### config.mk
export PLATFORM = sky130hd
export DESIGN_NAME = decoder38_rr_arbiter
export DESIGN_NICKNAME = d
export VERILOG_FILES = /design/src/rtl/decoder38_rr_arbiter.sv
export SDC_FILE = /design/constraint.sdc
export NUM_CORES = 1
export LEC_CHECK = 0
export BUFFER_PORTS_ARGS = -buffer_cell sky130_fd_sc_hd__buf_4
export CORE_UTILIZATION = 40
export CTS_CLUSTER_SIZE = 25
export DETAILED_ROUTE_END_ITERATION = 7
export GPL_ROUTABILITY_DRIVEN = 0
export SYNTH_ARGS = -nofsm -noshare
export SYNTH_HDL_FRONTEND = slang
export SYNTH_SLANG_ARGS = --single-unit
### constraint.sdc
create_clock -name clk -period 4.9 [get_ports clk]
set_input_delay 0.245 -clock clk [delete_from_list [all_inputs] [get_ports clk]]
set_output_delay 0.245 -clock clk [all_outputs]
set_load 0.005 [all_outputs]
### src/rtl/decoder38_rr_arbiter.sv
// Round-robin arbiter for eight requesters; the winner index drives a registered 3-8 decode (active-low gnt_n).
// Latency: request sampled in IDLE/GAP -> grant visible 1 cycle later; release -> one dead GAP cycle.
// Backpressure: a grant is held until done, request withdrawal, or (with ARB_TIMEOUT_EN) TIMEOUT_CYC cycles.
//
// Ports:
//   clk, rst          - rising-edge clock, asynchronous active-high reset
//   req[7:0]          - per-requester request, held high until the requester is finished
//   done              - current holder finished (only looked at while granting)
//   gnt_idx[2:0]      - registered winner index, doubles as decoder select A2..A0
//   gnt_vld           - grant active
//   gnt_n[7:0]        - registered active-low one-hot decode, 8'hFF when no grant
//   busy              - in GRANT or GAP
//   timeout           - one-cycle pulse in the GAP that follows a forced release
// Optional feature macro: ARB_TIMEOUT_EN (grant length limit of TIMEOUT_CYC cycles).
module decoder38_rr_arbiter #(
    parameter int TIMEOUT_CYC = 16
) (
    input  logic       clk,
    input  logic       rst,
    input  logic [7:0] req,
    input  logic       done,
    output logic [2:0] gnt_idx,
    output logic       gnt_vld,
    output logic [7:0] gnt_n,
    output logic       busy,
    output logic       timeout
);

    typedef enum logic [1:0] {
        ST_IDLE  = 2'd0,
        ST_GRANT = 2'd1,
        ST_GAP   = 2'd2
    } state_t;

    state_t     state;
    state_t     state_nxt;
    logic [2:0] ptr;
    logic [2:0] ptr_nxt;
    logic [2:0] idx_nxt;
    logic       vld_nxt;
    logic       to_nxt;
    logic [7:0] gnt_n_nxt;

    logic [2:0] cand;
    logic [2:0] win_idx;
    logic       win_found;
    logic       release_norm;
    logic       release_any;
    logic       to_hit;

    // Search ptr+1 .. ptr+8 (the last step wraps back onto ptr itself).
    always_comb begin
        win_found = 1'b0;
        win_idx   = ptr;
        cand      = ptr;
        for (int i = 1; i <= 8; i++) begin
            cand = ptr + 3'(i);
            if (!win_found && req[cand]) begin
                win_found = 1'b1;
                win_idx   = cand;
            end
        end
    end

    assign release_norm = done | ~req[gnt_idx];

`ifdef ARB_TIMEOUT_EN
    localparam logic [7:0] TO_LAST = 8'(TIMEOUT_CYC - 1);

    logic [7:0] to_cnt;

    // Counter sits at zero outside GRANT, so it is already clear on entry.
    always_ff @(posedge clk or posedge rst) begin
        if (rst) begin
            to_cnt <= 8'd0;
        end else if (state != ST_GRANT) begin
            to_cnt <= 8'd0;
        end else begin
            to_cnt <= to_cnt + 8'd1;
        end
    end

    assign to_hit = (state == ST_GRANT) && (to_cnt == TO_LAST);
`else
    logic unused_timeout_cfg;
    assign unused_timeout_cfg = (TIMEOUT_CYC > 0);
    assign to_hit             = 1'b0;
`endif

    assign release_any = release_norm | to_hit;

    // State register plus all registered outputs.
    always_ff @(posedge clk or posedge rst) begin
        if (rst) begin
            state   <= ST_IDLE;
            ptr     <= 3'd7;
            gnt_idx <= 3'd0;
            gnt_vld <= 1'b0;
            gnt_n   <= 8'hFF;
            timeout <= 1'b0;
        end else begin
            state   <= state_nxt;
            ptr     <= ptr_nxt;
            gnt_idx <= idx_nxt;
            gnt_vld <= vld_nxt;
            gnt_n   <= gnt_n_nxt;
            timeout <= to_nxt;
        end
    end

    // Next-state logic.
    always_comb begin
        state_nxt = state;
        case (state)
            ST_GRANT: begin
                if (release_any) begin
                    state_nxt = ST_GAP;
                end
            end
            default: begin
                state_nxt = win_found ? ST_GRANT : ST_IDLE;
            end
        endcase
    end

    // Output / datapath next values.
    always_comb begin
        idx_nxt = gnt_idx;
        ptr_nxt = ptr;
        vld_nxt = 1'b0;
        to_nxt  = 1'b0;
        case (state)
            ST_GRANT: begin
                if (release_any) begin
                    ptr_nxt = gnt_idx;
                    // A coincident done makes it a normal release.
                    to_nxt  = to_hit & ~release_norm;
                end else begin
                    vld_nxt = 1'b1;
                end
            end
            default: begin
                if (win_found) begin
                    idx_nxt = win_idx;
                    vld_nxt = 1'b1;
                end
            end
        endcase
        gnt_n_nxt = vld_nxt ? ~(8'b1 << idx_nxt) : 8'hFF;
    end

    assign busy = (state != ST_IDLE);

endmodule

### After elaboration in Yosys (flattened, before gate mapping)

Cells that the tools add are included.

| cells by class | value |
|---|---|
| $add $sub $neg | 7 |
| multiply operators | 0 |
| div/mod/pow operators | 0 |
| magnitude comparators | 9 |
| equality and inequality tests | 2 |
| shift operators | 1 |
| muxes and demuxes | 43 |
| bitwise logic cells | 3 |
| reduce and logical (&&, ||, !) cells | 16 |

Operator list:

| kind | number |
|---|---|
| $lt A3 B4 Y1 const B | 9 |
| $mux W3 | 10 |
| $bmux W1 S3 | 9 |
| $mux W1 | 21 |
| $add A3 B3 Y3 const B | 4 |
| $mux W8 | 1 |
| $not A8 Y8 | 1 |
| $shl A1 B3 Y8 const A | 1 |
| $logic_and A1 B1 Y1 | 7 |
| $logic_not A1 Y1 | 7 |
| $add A3 B2 Y3 const B | 2 |
| $mux W2 | 2 |
| $add A3 B1 Y3 const B | 1 |
| $eq A2 B1 Y1 const B | 1 |
| $ne A2 B2 Y1 const B | 1 |
| $reduce_and A2 Y1 | 1 |
| $reduce_bool A2 Y1 | 1 |
| $not A1 Y1 | 1 |
| $or A1 B1 Y1 | 1 |

| word-level totals | value |
|---|---|
| bits in registers | 17 |
| bits in latches | 0 |
| RAM bits | 0 |
| bits in read-only memories | 0 |
| input port bits | 11 |
| output and inout bits | 14 |
| logic and storage cells | 86 |
| memories kept | 0 |

### Logic depth before layout (Yosys ltp)

| logic depth | value |
|---|---|
| word-level depth | 30 |
| depth in mapped cells | 13 |
| gate-level depth less buffers | 11 |

### Worst setup path before layout

Ideal clock, no wire load.

| timing path | value |
|---|---|
| kind | reg2reg |
| start point | register ptr[1] |
| end point | register gnt_n[4] |
| library setup time | 0.092 ns |
| data arrival time | 3.388 ns |
| data required time | 4.808 ns |
| path slack | 1.420 ns |
| stages on the path, launching flop included | 13 |
| path buffers | 1 |
| period minus slack after synthesis | 3.480 ns |
| path through | dfstp_2 clkbuf_1 inv_1 ha_1 mux4_2 mux2i_4 nand2_2 or2_4 o31a_1 and3_1 a211o_2 inv_4 nand3b_1 |

| on the way | value |
|---|---|
| cells in the longest elaborated chain, start to end | 30 |
| elaborated cells between the ends (all ways) | 60 |
| those cells by class | 7 x add/sub; 1 x shift; 37 x mux; 1 x bitwise; 14 x reduce/logical |

RTL lines:

| element | line | RTL |
|---|---|---|
| start, declared | 37 | `logic [2:0] ptr;` |
| start signal, assigned | 103 | `ptr <= ptr_nxt;` |
| $add A3 B1 Y3 | 57 | `cand = ptr + 3'(i);` |
| $bmux W1 S3 | 58 | `if (!win_found && req[cand]) begin` |
| $mux W1 (not written as such) | 58 |  |
| $mux W1 | 58 |  |
| $logic_not A1 Y1 | 58 |  |
| $logic_and A1 B1 Y1 | 58 |  |
| $mux W1 | 58 |  |
| $logic_not A1 Y1 | 58 |  |
| [16 not listed] | -- |  |
| $mux W3 or $mux W1 (tied branches) | 58 |  |
| $mux W3 (*) | 143 | `if (win_found) begin` |
| $mux W3 (*) | 132 | `case (state)` |
| via idx_nxt[2] | 39 | `logic [2:0] idx_nxt;` |
| $shl A1 B3 Y8 (*) | 149 | `gnt_n_nxt = vld_nxt ? ~(8'b1 << idx_nxt) : 8'hFF;` |
| $not A8 Y8 (*) | 149 |  |
| $mux W8 (*) | 149 |  |
| via gnt_n_nxt[4] | 42 | `logic [7:0] gnt_n_nxt;` |
| end signal, assigned | 106 | `gnt_n <= gnt_n_nxt;` |
| end, declared | 24 | `output logic [7:0] gnt_n,` |

Mark *: on every way through the listed nets, which the timed path passes. The rest lies on a longest branch. The select of a mux whose other input is x is not followed.
A chain may end at the register's enable or synchronous reset.

### Worst setup path in the final report

| timing path | value |
|---|---|
| start point | register ptr[0] |
| end point | register gnt_n[7] |

Same word-level chain as after synthesis.

==> metrics.md <==
| Metric | Value |
|---|---|
| GR Overflow Total | 0 |
| CTS tree | done |
| Count of buffers from port buffering | 23 |
| Start-to-end type of the worst setup path | flip-flop to flip-flop |
| Arrival time of the worst setup path | between 4000 and 5000 ps |
| Synthesis-stage register bit count | 17 |
| DIE HEIGHT | 63.5 um |
| DR vias/cell | 5.77 |
| Clock latency on the worst-skew pair | around 250 ps |
| Cell depth of the worst flop-to-flop path | 11 |
| Die area | between 4000 and 5000 um2 |
| Critical path endpoint | gnt_n[7] |
| Total of hold buffers inserted after clock tree synthesis | 0 |
| Number of endpoints with negative hold slack in the final report | 0 |
| Drt first-iter violations | 135 |
| Cell Area, Synth | 1510 um2 |
| CTS resizes | 0 |
| Standard-cell rows | 21 |
| Terminus of the critical flop-to-flop path | gnt_n[7] |
| Area of the placeable core | 3470 um2 |
| Finished Core Util | 50.5% |
| Most instantiated flip-flop cell in the synthesis netlist | sky130_fd_sc_hd__dfstp_2 |
| RSZ-0062 raised after global routing | no |
| Max Buffers Root-to-Sink | 2 |
| Number of warnings printed during yosys synthesis | 0 |
| Syn Inst Count | 153 |
| Number of remaining DRC errors | 0 |
| Post-synthesis async set-or-reset flop share | between 90% and 100% |
| Clock-pin transition on the worst setup and hold timing paths | 60 ps |
| Effective utilization at floorplan | 43.6% |
| Layout Nets | 188 |
| Pin count of the biggest net entering global routing | 18 |
| Routed vias | ~1,300 |
| Antenna violations before repair | 0 |
| Total Routing Usage GR | around a fifth |
| Worst Tran Pin Value | 568 ps |
| Maximum level of the CTS H-tree | 1 |
| Area overhead of the layout relative to synthesis | 15.8% |
| Setup-failing EPs final | 0 |
| Wire length of the first global-routing pass | 5980 um |
| Max Freq | roughly 260 MHz |
| Slack of the worst reg-to-reg path | 1010 ps |
| Fraction of layout cells with a size suffix above 1 | 35.1% |
| Routed WL per cell | 15.7 um |
| DRT Wirelength | 3450 um |
| Final sum of negative setup slack | 0 ps |
| Number of I/O pins | 25 |
| Worst path required time | 5050 ps |
| Post-layout min period | 3890 ps |
| Die Span X | 63.5 um |
| Sum of net half-perimeters after detailed placement | 2680 um |
| Drt pass-1 iters | 4 |
| Worst hold path class | input pin to async pin |
| Net count after synthesis | 166 |
| Crit path launch | ptr[0] |
| Clock buffer count from CTS | 3 |
| Part of the Yosys area used for sequential elements | 29.1% |
| Number of synthesized flops with an enable pin | 0 |
| Outcome | completed |
| Clock root buffer | sky130_fd_sc_hd__clkbuf_8 |
| Yosys cell types | 50 |
| Pins Over Slew Limit | 0 |
| Crit share post-route | about four fifths |
| Number of sinks driven by the clock tree | 17 |
| Setup crit end kind | flip-flop |
| Reg-to-Reg Start | ptr[0] |
| Max-cap violations | 0 |
| Maximum clock skew at final layout | 2.08 ps |
| Post-route ant nets | 0 |
| Via count of the first global-routing pass | 1,244 |
| Syn avg cell area | 9.88 um2 |
| Antenna cell count | 0 |
| Max-Slew Margin vs Limit | slightly above 60% |
| Critical path peak fanout | 14 |
| Nature of the critical path startpoint | flip-flop |
| Total setup buffers inserted after CTS | 0 |
[placed cells by master, fill, tap and decap left out, types with 2 or more instances in the layout]
cell / synthesis / final
sky130_fd_sc_hd__buf_4: 3 / 23
sky130_fd_sc_hd__nand2_1: 15 / 15
sky130_fd_sc_hd__a21oi_1: 11 / 11
sky130_fd_sc_hd__dfstp_2: 11 / 11
sky130_fd_sc_hd__mux4_2: 8 / 8
sky130_fd_sc_hd__nor2_1: 8 / 8
sky130_fd_sc_hd__inv_1: 8 / 8
sky130_fd_sc_hd__mux2i_1: 6 / 6
sky130_fd_sc_hd__nor3_1: 6 / 6
sky130_fd_sc_hd__nand3b_1: 6 / 6
sky130_fd_sc_hd__nand3_1: 6 / 6
sky130_fd_sc_hd__dfrtp_1: 6 / 6
sky130_fd_sc_hd__o21ai_0: 5 / 5
sky130_fd_sc_hd__nor2b_1: 4 / 4
sky130_fd_sc_hd__mux2_2: 4 / 4
sky130_fd_sc_hd__nand2b_1: 3 / 3
sky130_fd_sc_hd__xnor2_1: 3 / 3
sky130_fd_sc_hd__and3_1: 3 / 3
sky130_fd_sc_hd__clkbuf_8: 0 / 3
sky130_fd_sc_hd__mux2_1: 2 / 2
sky130_fd_sc_hd__mux2i_4: 2 / 2
sky130_fd_sc_hd__a221o_1: 2 / 2
sky130_fd_sc_hd__ha_1: 2 / 2
[how the worst min path moves through the flow]
stage | from | endpoint | slack (ps) | cells after the start
global route | rst | gnt_vld | 120 | 2
detailed placement | rst | gnt_idx[0] | 350 | 2
CTS | rst | gnt_idx[0] | 80 | 2
finish | rst | gnt_idx[0] | 60 | 2
global placement | rst | gnt_idx[0] | 340 | 2
floorplan | rst | gnt_idx[0] | 160 | 1
[layer usage]
layer	part of all wire [%]	track usage, %	routed length [um]	up-vias
met3	4.6	1.45	160	7
met1	43	25.5	1500	617
met5	0	0	0	-
li1	-	-	-	609
met2	50	31.4	1710	36
met4	2.2	9.38	77	0
[critical path: stages (launching register included)]
cell,delay [ps]
sky130_fd_sc_hd__dfstp_2,720
sky130_fd_sc_hd__inv_1,190
sky130_fd_sc_hd__ha_1,640
sky130_fd_sc_hd__mux4_2,630
sky130_fd_sc_hd__mux2i_4,240
sky130_fd_sc_hd__nand2_2,90
sky130_fd_sc_hd__or2_4,250
sky130_fd_sc_hd__o31a_1,310
sky130_fd_sc_hd__and3_1,170
sky130_fd_sc_hd__a211o_2,370
sky130_fd_sc_hd__inv_4,90
sky130_fd_sc_hd__nand3_1,90
[synthesized netlist by cell type, drive strengths merged, types with 2 or more instances]
library cell | instances | share of area (%)
a211oi | 2 | 1.3
a21oi | 11 | 3.6
a221o | 2 | 1.3
a221oi | 2 | 1.6
and3 | 3 | 1.2
buf | 5 | 2.2
dfrtp | 6 | 9.9
dfstp | 11 | 19
ha | 2 | 1.7
inv | 9 | 2.4
mux2 | 6 | 4.5
mux2i | 9 | 7.9
mux4 | 8 | 12
nand2 | 16 | 4.1
nand2b | 3 | 1.2
nand3 | 6 | 2.0
nand3b | 6 | 3.0
nor2 | 8 | 2.0
nor2b | 4 | 1.7
nor3 | 6 | 2.0
o21ai | 5 | 1.7
or2 | 2 | 0.99
xnor2 | 3 | 1.7
xor2 | 2 | 1.7
[through the flow]
stage	instance area, um2	instances	hold slack, ps	setup WS, ps
after floorplan	1510	153	163	1420
after global placement	1710	216	340	1100
after global routing	1750	220	125	711
after detailed placement	1710	216	346	1010
after CTS	1750	220	78.5	989
final	1750	220	57.3	1010
[registers in the layout, indices dropped and copies added, names as in the netlist]
signal	cells
gnt_n	8
ptr	3
gnt_idx	3
gnt_vld	1
state	2
[logic make-up after synthesis]
group / share of synthesized area [%]
compound gates: 16.8
xor+xnor: 3.39
fa+ha+maj: 1.66
buf+inv: 4.80
flops: 29.1
mux: 24.3
other cells: 0.248
simple gates: 19.8
[layout make-up]
type	instances	area, um2
clock buffers	4	45.0
fillers	333	1720
inverters	9	36.3
multi-input cells	121	1000
flip-flops and latches	17	439
well taps	46	57.6
repair buffers	23	173
Power is not shown: default switching activity piles up to over one toggle a cycle in this logic, so the estimate is an artifact.
